## config.mk

```make
export PLATFORM = sky130hd
export DESIGN_NAME = b11_word_tx
export DESIGN_NICKNAME = d
export VERILOG_FILES = /design/src/rtl/b11_word_tx.sv
export SDC_FILE = /design/constraint.sdc
export NUM_CORES = 1
export LEC_CHECK = 0
export CORE_AREA = 4 4 79 81
export CTS_BUF_LIST = sky130_fd_sc_hd__clkbuf_16
export CTS_CLUSTER_SIZE = 24
export DETAILED_ROUTE_END_ITERATION = 7
export DIE_AREA = 0 0 83 85
export PLACE_DENSITY_LB_ADDON = 0.15
export SETUP_SLACK_MARGIN = 0.2
export SKIP_LAST_GASP = 1
export SLEW_MARGIN = 20
export SYNTH_ARGS = -nofsm -noshare
export SYNTH_HDL_FRONTEND = slang
export SYNTH_SLANG_ARGS = --single-unit
```

## constraint.sdc

```tcl
create_clock -name clock -period 2.8 [get_ports clock]
set_clock_uncertainty 0.05 [all_clocks]
set_input_delay 0.56 -clock clock [delete_from_list [all_inputs] [get_ports clock]]
set_output_delay 0.56 -clock clock [all_outputs]
set_load 0.1 [all_outputs]
```

## src/rtl/b11_word_tx.sv

```systemverilog
// ---------------------------------------------------------------------------
// b11_word_tx
//
// Transmit-side companion for the b11 scrambler datapath. Words arrive from
// an upstream valid/ready source, are buffered in a small FIFO, and are
// presented one at a time to a b11-style consumer using its active-low
// strobe protocol:
//
//   pop -> SETUP  : tx_word loaded, strobe high (data settles one cycle)
//          STROBE : strobe low for exactly one cycle
//          GAP    : strobe high for GAP cycles so the consumer's
//                   multi-cycle processing completes
//
// Back-to-back words therefore strobe every GAP+2 cycles.
//
// Ports
//   clock       rising-edge clock
//   reset       synchronous, active-high reset
//   din         upstream word
//   din_valid   upstream word valid
//   din_ready   FIFO can accept a word (combinational, equals not full)
//   tx_word     word driven to the consumer's x_in (registered)
//   stbo        active-low strobe to the consumer's stbi (registered)
//   busy        high whenever the FSM is not IDLE (registered)
//   fifo_level  current FIFO occupancy, 0..DEPTH (registered)
//   sent_count  words strobed since reset, wraps modulo 2^CNT_W (registered)
//
// Parameters
//   WIDTH  word width
//   DEPTH  FIFO entries, power of two, at least 2
//   GAP    recovery cycles with strobe high after each strobe, at least 1
//   CNT_W  width of the sent-word counter
// ---------------------------------------------------------------------------
module b11_word_tx #(
    parameter int WIDTH = 6,
    parameter int DEPTH = 4,
    parameter int GAP   = 8,
    parameter int CNT_W = 8
) (
    input  logic                     clock,
    input  logic                     reset,
    input  logic [WIDTH-1:0]         din,
    input  logic                     din_valid,
    output logic                     din_ready,
    output logic [WIDTH-1:0]         tx_word,
    output logic                     stbo,
    output logic                     busy,
    output logic [$clog2(DEPTH):0]   fifo_level,
    output logic [CNT_W-1:0]         sent_count
);

    // -----------------------------------------------------------------------
    // Local sizing
    // -----------------------------------------------------------------------
    localparam int PTR_W  = $clog2(DEPTH);
    localparam int LVL_W  = PTR_W + 1;
    // The gap counter only ever holds GAP-1 down to 0.
    localparam int GCNT_W = (GAP > 1) ? $clog2(GAP) : 1;

    localparam logic [LVL_W-1:0]  FULL_LVL = LVL_W'(DEPTH);
    localparam logic [GCNT_W-1:0] GAP_LOAD = GCNT_W'(GAP - 1);

    typedef enum logic [1:0] {
        ST_IDLE,
        ST_SETUP,
        ST_STROBE,
        ST_GAP
    } state_t;

    // -----------------------------------------------------------------------
    // Declarations
    // -----------------------------------------------------------------------
    state_t              state;
    state_t              state_d;

    logic [WIDTH-1:0]    mem [DEPTH];
    logic [PTR_W-1:0]    wr_ptr;
    logic [PTR_W-1:0]    rd_ptr;
    logic [GCNT_W-1:0]   gap_cnt;

    logic                fifo_empty;
    logic                gap_done;
    logic                push;
    logic                pop;

    logic                stbo_d;
    logic                busy_d;

    // -----------------------------------------------------------------------
    // FIFO status and handshake
    //
    // Both empty and full decode from the registered level, so a word pushed
    // on this edge is never seen by this cycle's pop decision, and a slot
    // freed by this cycle's pop is not offered to upstream until next cycle.
    // -----------------------------------------------------------------------
    assign fifo_empty = (fifo_level == '0);
    assign din_ready  = (fifo_level != FULL_LVL);
    assign push       = din_valid && din_ready;
    assign gap_done   = (gap_cnt == '0);

    // The head leaves the FIFO only when the FSM heads into SETUP.
    assign pop = !fifo_empty &&
                 ((state == ST_IDLE) || ((state == ST_GAP) && gap_done));

    // -----------------------------------------------------------------------
    // FSM: state register
    // -----------------------------------------------------------------------
    // NOTE: sequential state uses non-blocking assignments so every register
    // samples the pre-edge values of its inputs, independent of block order.
    always_ff @(posedge clock) begin
        if (reset) begin
            state <= ST_IDLE;
        end else begin
            state <= state_d;
        end
    end

    // -----------------------------------------------------------------------
    // FSM: next-state logic
    // -----------------------------------------------------------------------
    // NOTE: state_d gets a default before the case so no path leaves it
    // unassigned, which would otherwise infer a latch.
    always_comb begin
        state_d = state;
        case (state)
            ST_IDLE: begin
                if (!fifo_empty) begin
                    state_d = ST_SETUP;
                end
            end
            ST_SETUP: begin
                state_d = ST_STROBE;
            end
            ST_STROBE: begin
                state_d = ST_GAP;
            end
            ST_GAP: begin
                if (gap_done) begin
                    state_d = fifo_empty ? ST_IDLE : ST_SETUP;
                end
            end
            default: begin
                state_d = ST_IDLE;
            end
        endcase
    end

    // -----------------------------------------------------------------------
    // FSM: output logic
    //
    // Outputs are decoded from the next state and then registered, so stbo
    // and busy line up with the state they describe without a decode glitch
    // on the consumer's strobe pin.
    // -----------------------------------------------------------------------
    always_comb begin
        stbo_d = (state_d != ST_STROBE);
        busy_d = (state_d != ST_IDLE);
    end

    always_ff @(posedge clock) begin
        if (reset) begin
            stbo <= 1'b1;
            busy <= 1'b0;
        end else begin
            stbo <= stbo_d;
            busy <= busy_d;
        end
    end

    // -----------------------------------------------------------------------
    // FIFO storage
    // -----------------------------------------------------------------------
    // NOTE: the storage array has no reset; an entry is only ever read after
    // it has been written, and leaving it unreset keeps it a plain RAM.
    always_ff @(posedge clock) begin
        if (push) begin
            mem[wr_ptr] <= din;
        end
    end

    // -----------------------------------------------------------------------
    // FIFO pointers and occupancy
    //
    // DEPTH is a power of two, so the pointers wrap by natural overflow.
    // -----------------------------------------------------------------------
    always_ff @(posedge clock) begin
        if (reset) begin
            wr_ptr     <= '0;
            rd_ptr     <= '0;
            fifo_level <= '0;
        end else begin
            if (push) begin
                wr_ptr <= wr_ptr + PTR_W'(1);
            end
            if (pop) begin
                rd_ptr <= rd_ptr + PTR_W'(1);
            end
            case ({push, pop})
                2'b10:   fifo_level <= fifo_level + LVL_W'(1);
                2'b01:   fifo_level <= fifo_level - LVL_W'(1);
                default: fifo_level <= fifo_level;
            endcase
        end
    end

    // -----------------------------------------------------------------------
    // Transmit word
    //
    // Loaded on the pop edge and held until the next pop; the consumer may
    // still be sampling x_in during the gap, so it is never cleared.
    // -----------------------------------------------------------------------
    always_ff @(posedge clock) begin
        if (reset) begin
            tx_word <= '0;
        end else if (pop) begin
            tx_word <= mem[rd_ptr];
        end
    end

    // -----------------------------------------------------------------------
    // Gap counter and sent-word counter
    //
    // Both update on the edge that ends the STROBE cycle. The gap counter
    // starts at GAP-1 and the FSM leaves GAP on the cycle it reads zero,
    // giving exactly GAP high cycles after the strobe.
    // -----------------------------------------------------------------------
    always_ff @(posedge clock) begin
        if (reset) begin
            gap_cnt    <= '0;
            sent_count <= '0;
        end else begin
            if (state == ST_STROBE) begin
                gap_cnt    <= GAP_LOAD;
                sent_count <= sent_count + CNT_W'(1);
            end else if ((state == ST_GAP) && !gap_done) begin
                gap_cnt <= gap_cnt - GCNT_W'(1);
            end
        end
    end

endmodule
```

# [Yosys cells after proc, flatten, opt, wreduce, memory -nomap -nowiden]
# Memory sizes are Yosys's and may differ from the RTL's. A register that Yosys moved wholly into a read port is not among the register bits.
# Index checks and enable logic that the tools add are counted.
[totals] regBits=22 mem_bits_ro=0 latch_bits=0 inputBits=9 out_inout_bits=20 ram_bits=24 memories=1
[classes] muxes=9 n_eq_ne=7 magnitude_cmp=0 n_addsub=6 mul=0 bitwise=0 n_reduce_logical=13 shift=0 n_div=0
[memory_table] name="mem" words=4 word_bits=6 rd=1 rd_clocked_by_memory_dff=1 wr=1 line_no="76" source="logic [WIDTH-1:0] mem [DEPTH];"
[op_table] op="$add A8 B1 Y8 const B" n=1
[op_table] op="$pmux W2 S4" n=1
[op_table] op="$eq A2 B2 Y1 const B" n=3
[op_table] op="$logic_not A3 Y1" n=2
[op_table] op="$mux W3" n=2
[op_table] op="$pmux W3 S2" n=1
[op_table] op="$reduce_bool A2 Y1" n=3
[op_table] op="$sub A3 B1 Y3 const B" n=2
[op_table] op="$add A2 B1 Y2 const B" n=2
[op_table] op="$eq A2 B1 Y1 const B" n=2
[op_table] op="$logic_and A1 B1 Y1" n=4
[op_table] op="$mux W2" n=2
[op_table] op="$add A3 B1 Y3 const B" n=1
[op_table] op="$mux W1" n=3
[op_table] op="$ne A3 B3 Y1 const B" n=1
[op_table] op="$logic_not A1 Y1" n=2
[op_table] op="$logic_not A2 Y1" n=1
[op_table] op="$ne A2 B2 Y1 const B" n=1
[op_table] op="$logic_or A1 B1 Y1" n=1

# [Longest topological paths before layout]
[logic_depth] word_depth=6 depth_mapped=11 ltp_nobuf=10

# [Least setup slack after synthesis]
# Ideal clock, no wire load.
[synth_path] path_type="register -> register" from="reg fifo_level[2]" to="reg fifo_level[2]" arrival_time_ps=3026 setup_time_ps=71 n_path_buf=0 path_stages_with_launch=10 setup_slack_ps=-347 period_less_slack_ps=3147 required_ps=2679 cell_sequence="dfxtp_1 -> or3b_4 -> and2_4 -> clkinv_2 -> ha_1 -> inv_1 -> fa_1 -> xor2_1 -> or3_1 -> a21oi_1"
[synth_via] word_cells_on_any_way=11 cone_classes="add/sub (2); eq/ne (3); mux (1); reduce/logical (5)"
[synth_rtl] element="start: declaration" line_no="48" source="output logic [$clog2(DEPTH):0] fifo_level,"
[synth_rtl] element="start signal: assignment" line_no="199" source="2'b10: fifo_level <= fifo_level + LVL_W'(1);"
[synth_rtl] element="start signal: assignment" line_no="200" source="2'b01: fifo_level <= fifo_level - LVL_W'(1);"
[synth_rtl] element="start signal: assignment" line_no="201" source="default: fifo_level <= fifo_level;"
[synth_rtl] element="$ne A3 B3 Y1 (*)" line_no="97" source="assign din_ready = (fifo_level != FULL_LVL);"
[synth_rtl] element="net din_ready" line_no="44" source="output logic din_ready,"
[synth_rtl] element="$logic_and A1 B1 Y1 (*)" line_no="98" source="assign push = din_valid && din_ready;"
[synth_rtl] element="$eq A2 B1 Y1 or $eq A2 B2 Y1 (tied branches)" line_no="198" source="case ({push, pop})"
[synth_rtl] element="$pmux W3 S2 or $reduce_bool A2 Y1 (tied branches)"
# The timed path passes the listed nets; every way through them passes the cells marked *.
# A chain may end at the register's enable or synchronous reset.

# [Worst setup path in the final report]
[layout_path] from="reg gap_cnt[0]" to="reg fifo_level[2]"
[layout_via] elab_chain_cells=6 word_cells_on_any_way=8 cone_classes="eq/ne (2); mux (1); reduce/logical (5)"
[layout_lines] element="start: declaration" line_no="79" source="logic [GCNT_W-1:0] gap_cnt;"
[layout_lines] element="start signal: assignment" line_no="236" source="gap_cnt <= gap_cnt - GCNT_W'(1);"
[layout_lines] element="$logic_not A3 Y1 (*)" line_no="99" source="assign gap_done = (gap_cnt == '0);"
[layout_lines] element="$logic_and A1 B1 Y1 (*)" line_no="103" source="((state == ST_IDLE) || ((state == ST_GAP) && gap_done));"
[layout_lines] element="$logic_or A1 B1 Y1 (*)" line_no="103"
[layout_lines] element="$logic_and A1 B1 Y1 (*)" line_no="102" source="assign pop = !fifo_empty &&"
[layout_lines] element="$eq A2 B1 Y1 or $eq A2 B2 Y1 (tied branches)" line_no="198"
[layout_lines] element="$pmux W3 S2 or $reduce_bool A2 Y1 (tied branches)"
# Every way passes the cells marked *; elsewhere a longest branch is shown, timed or not.

==> key figures <==
Timing
  • Hold Slack: 0.452 ns
  • Worst-Margin Slew: 0.669 ns
  • Setup violators final: 0
  • Final Critical Period: 2.43 ns
  • Unrepaired setup endpoints after global routing: false
  • Setup TNS: 0 ns
  • Pins Over Slew Limit: 0
  • Rel. slew slack: 0.553
  • F_max: 412 MHz
  • Tcrit/Tclk final: 0.867
  • Setup WS post-layout: 0.371 ns
  • Final Hold Fails: 0

Placed design
  • DP Cell Count: 261
  • Worst slack at placement: 0.263 ns
  • Placed instance area: 0.00247 sq mm
  • Count of input and output buffers: 28
  • Post-detail-place hpwl: 2.73 mm
  • RePlAce Congestion: 0.785

Worst setup path
  • CP max FO: 3
  • Worst R2R Start: gap_cnt[0]
  • Cell Chain, Critical Path: inv_1 -> ha_1 -> nand3b_1 -> a211oi_2 -> ha_4 -> inv_1 -> fa_2 -> xor2_1 -> or3_1 -> a21oi_1
  • Critical path endpoint category: flop
  • Startpoint types: flop
  • Reg2reg setup slack: 0.37 ns
  • Slowest-stage cell, CP: a211oi_2
  • CP Data Arrival Time: 2.59 ns
  • Type of the worst setup path: reg -> reg
  • Reg2reg path depth: 10
  • Crit Reg-Reg Endpoint: fifo_level[2]
  • Cell repeated most along the worst path: inv_1
  • Max incr delay on CP: 0.36 ns
  • WP data required: 2.96 ns

Synthesis
  • Mapped Nets: 183
  • #FFs+latches synth: 52
  • Number of synthesized flops with an enable pin: 24
  • Yosys warnings: 0
  • Post-Synthesis Cell Area: 0.00215 sq mm
  • Seq/Total Area, Yosys: 0.597
  • Async SR Flop Fraction: 0
  • Netlist cell types: 39
  • Synth Area per Inst: 13.0 sq um
  • Syn Inst Count: 165
  • Ys flop type: dfxtp_1

Die
  • Starting density of the core: 0.392
  • Ports: 29
  • Die width: 83 microns
  • CORE AREA: 0.00547 sq mm
  • Die height: 85 microns
  • Die area: 0.00706 sq mm
  • # rows: 27

Pwr
  • Clock power frac: 0.206
  • Net Sw Power: 1.22 mW
  • Internal power: 1.69 mW
  • Peak supply drop: 0.000613 V
  • Switching part of the total: 0.419
  • Leak pwr: 1.00 nW
  • Power, Total: 2.90 mW
  • Combinational share of power: 0.426
  • Pwr dens: 1110 mW/mm^2
  • Sequential share of power: 0.368

Detailed routing
  • Pre-Repair DR Iteration Count: 4
  • Drc violations: 0
  • Via count: 1332
  • Final WL: 3.72 mm
  • Routed WL per cell: 13.8 microns
  • Via-per-instance ratio: 4.95
  • Antenna-violating nets left: 0
  • Initial drt markers: 47

Global routing
  • Initial antenna violation count: 0
  • First-pass GRT wire length: 6.50 mm
  • All-Layer GR Usage: 0.114
  • Vias in the first global route: 1398
  • Global route total overflow: 0
  • Maximum number of pins on one net before global-route repair: 18

Min path
  • Worst Hold Class: reg -> reg
  • Hold Crit Start: tx_word[1]
  • Hold Path Depth: 2
  • Hold-critical path endpoint: tx_word[1]

Cells and area
  • Finished Core Util: 0.478
  • Layout cells sized above 1: 0.259
  • Finished Layout Cells: 269
  • Most frequent cells in the layout: 25 x dfxtp_1, 24 x edfxtp_1, 23 x buf_4, 20 x nor2_1
  • Finished Cell Area: 0.00262 sq mm
  • Synth-to-Final Area Change: 21.9%
  • NumNets Final: 214
  • ANT cells: 0
  • Fillers: 512
  • Commonest non-fill, non-tap cell in the layout: dfxtp_1

Clock network
  • CTS Hold Bufs: 0
  • Post-CTS Setup Bufs: 0
  • Worst-path clk slew: 0.07 ns
  • CTS tree: yes
  • # clock sinks: 52
  • Post-cts resize count: 0
  • CTS buffer count: 5
  • Clock Tree Root: clkbuf_16
  • Clk buf depth: 2
  • Clk_lat worst skew: 0.29 ns
  • CTS H-tree lvls: 2

Job
  • Max_cap viols: 0

Outcome
  • Status: finished clean
-- worst max-delay path: cells and delay by family (launching register included) --
| family | cells | cell delay (ns) |
|---|---|---|
| AOI/OAI and AO/OA | 2 | 0.51 |
| and+or+nand+nor | 2 | 0.44 |
| DFF | 1 | 0.31 |
| xor gates and xnor gates | 1 | 0.15 |
| buffers and inverters | 2 | 0.16 |
| adders and majority gates | 3 | 0.74 |
-- sequential cells by signal, indices dropped and copies added (netlist names) --
register	cells
sent_count	8
mem	24
stbo	1
state	2
rd_ptr	2
busy	1
wr_ptr	2
gap_cnt	3
fifo_level	3
tx_word	6
-- cells in the mapped netlist (2+ instances only) --
master    number  area (sq um)
or2b_1         2          15.0
clkbuf_1       3          11.3
nand3b_1       2          15.0
nor2_1        20          75.1
nand4_1        4          25.0
buf_4          2          15.0
nand2_1        6          22.5
a21oi_2        2          17.5
xor2_1         8          70.1
inv_1          8          30.0
xnor2_1        3          26.3
mux2i_1        7          70.1
a21oi_1        5          25.0
mux4_2         6           135
dfxtp_1       28           561
edfxtp_1      24           721
and3_1         6          37.5
ha_1           8           100
-- layer usage --
metal  share of wire  global-route usage
met1            0.44               0.136
met2            0.50               0.196
met3           0.046              0.0291
met4           0.016              0.0490
met5               0                   0
-- how the worst max path moves through the flow --
stage	from	to	slack, ns	depth (start not counted)
floorplan	fifo_level[2]	fifo_level[2]	0.23	9
global placement	din_valid	fifo_level[2]	0.35	9
detailed placement	din_valid	fifo_level[2]	0.26	9
CTS	gap_cnt[0]	fifo_level[2]	0.39	10
global route	gap_cnt[0]	fifo_level[2]	0.26	10
finish	gap_cnt[0]	fifo_level[2]	0.37	10
-- cells by family (layout without fill, tap and decap cells) --
| family | count (synthesis) | in the layout | synth area share |
|---|---|---|---|
| AND/OR/NAND/NOR | 49 | 49 | 0.120 |
| buffers and inverters | 16 | 48 | 0.0361 |
| multiplexers | 13 | 13 | 0.0956 |
| AO/OA/AOI/OAI | 15 | 15 | 0.0507 |
| XOR/XNOR | 11 | 11 | 0.0449 |
| adder cells (fa/ha/maj) | 9 | 9 | 0.0560 |
| flip-flops | 52 | 52 | 0.597 |
-- final cells by class --
type | count | area, sq um | share of cell area
multi-input combinational | 97 | 802 | 0.307
clock inverter | 3 | 22.5 | 0.00861
tap | 72 | 90.1 | 0.0344
sequential | 52 | 1290 | 0.492
clock buffer | 5 | 125 | 0.0478
inverter | 9 | 35.0 | 0.0134
timing repair buffer | 31 | 253 | 0.0967
-- power groups by stage --
stage / clock network [mW] / logic, mW / registers, mW
2_1_floorplan: 0 / 0.569 / 1.52
3_3_place_gp: 0 / 1.21 / 1.08
3_5_place_dp: 0 / 1.24 / 1.09
4_1_cts: 0.616 / 1.25 / 1.07
5_1_grt: 0.641 / 1.33 / 1.09
6_report: 0.597 / 1.24 / 1.07
Power figures use the tool's default switching activity.
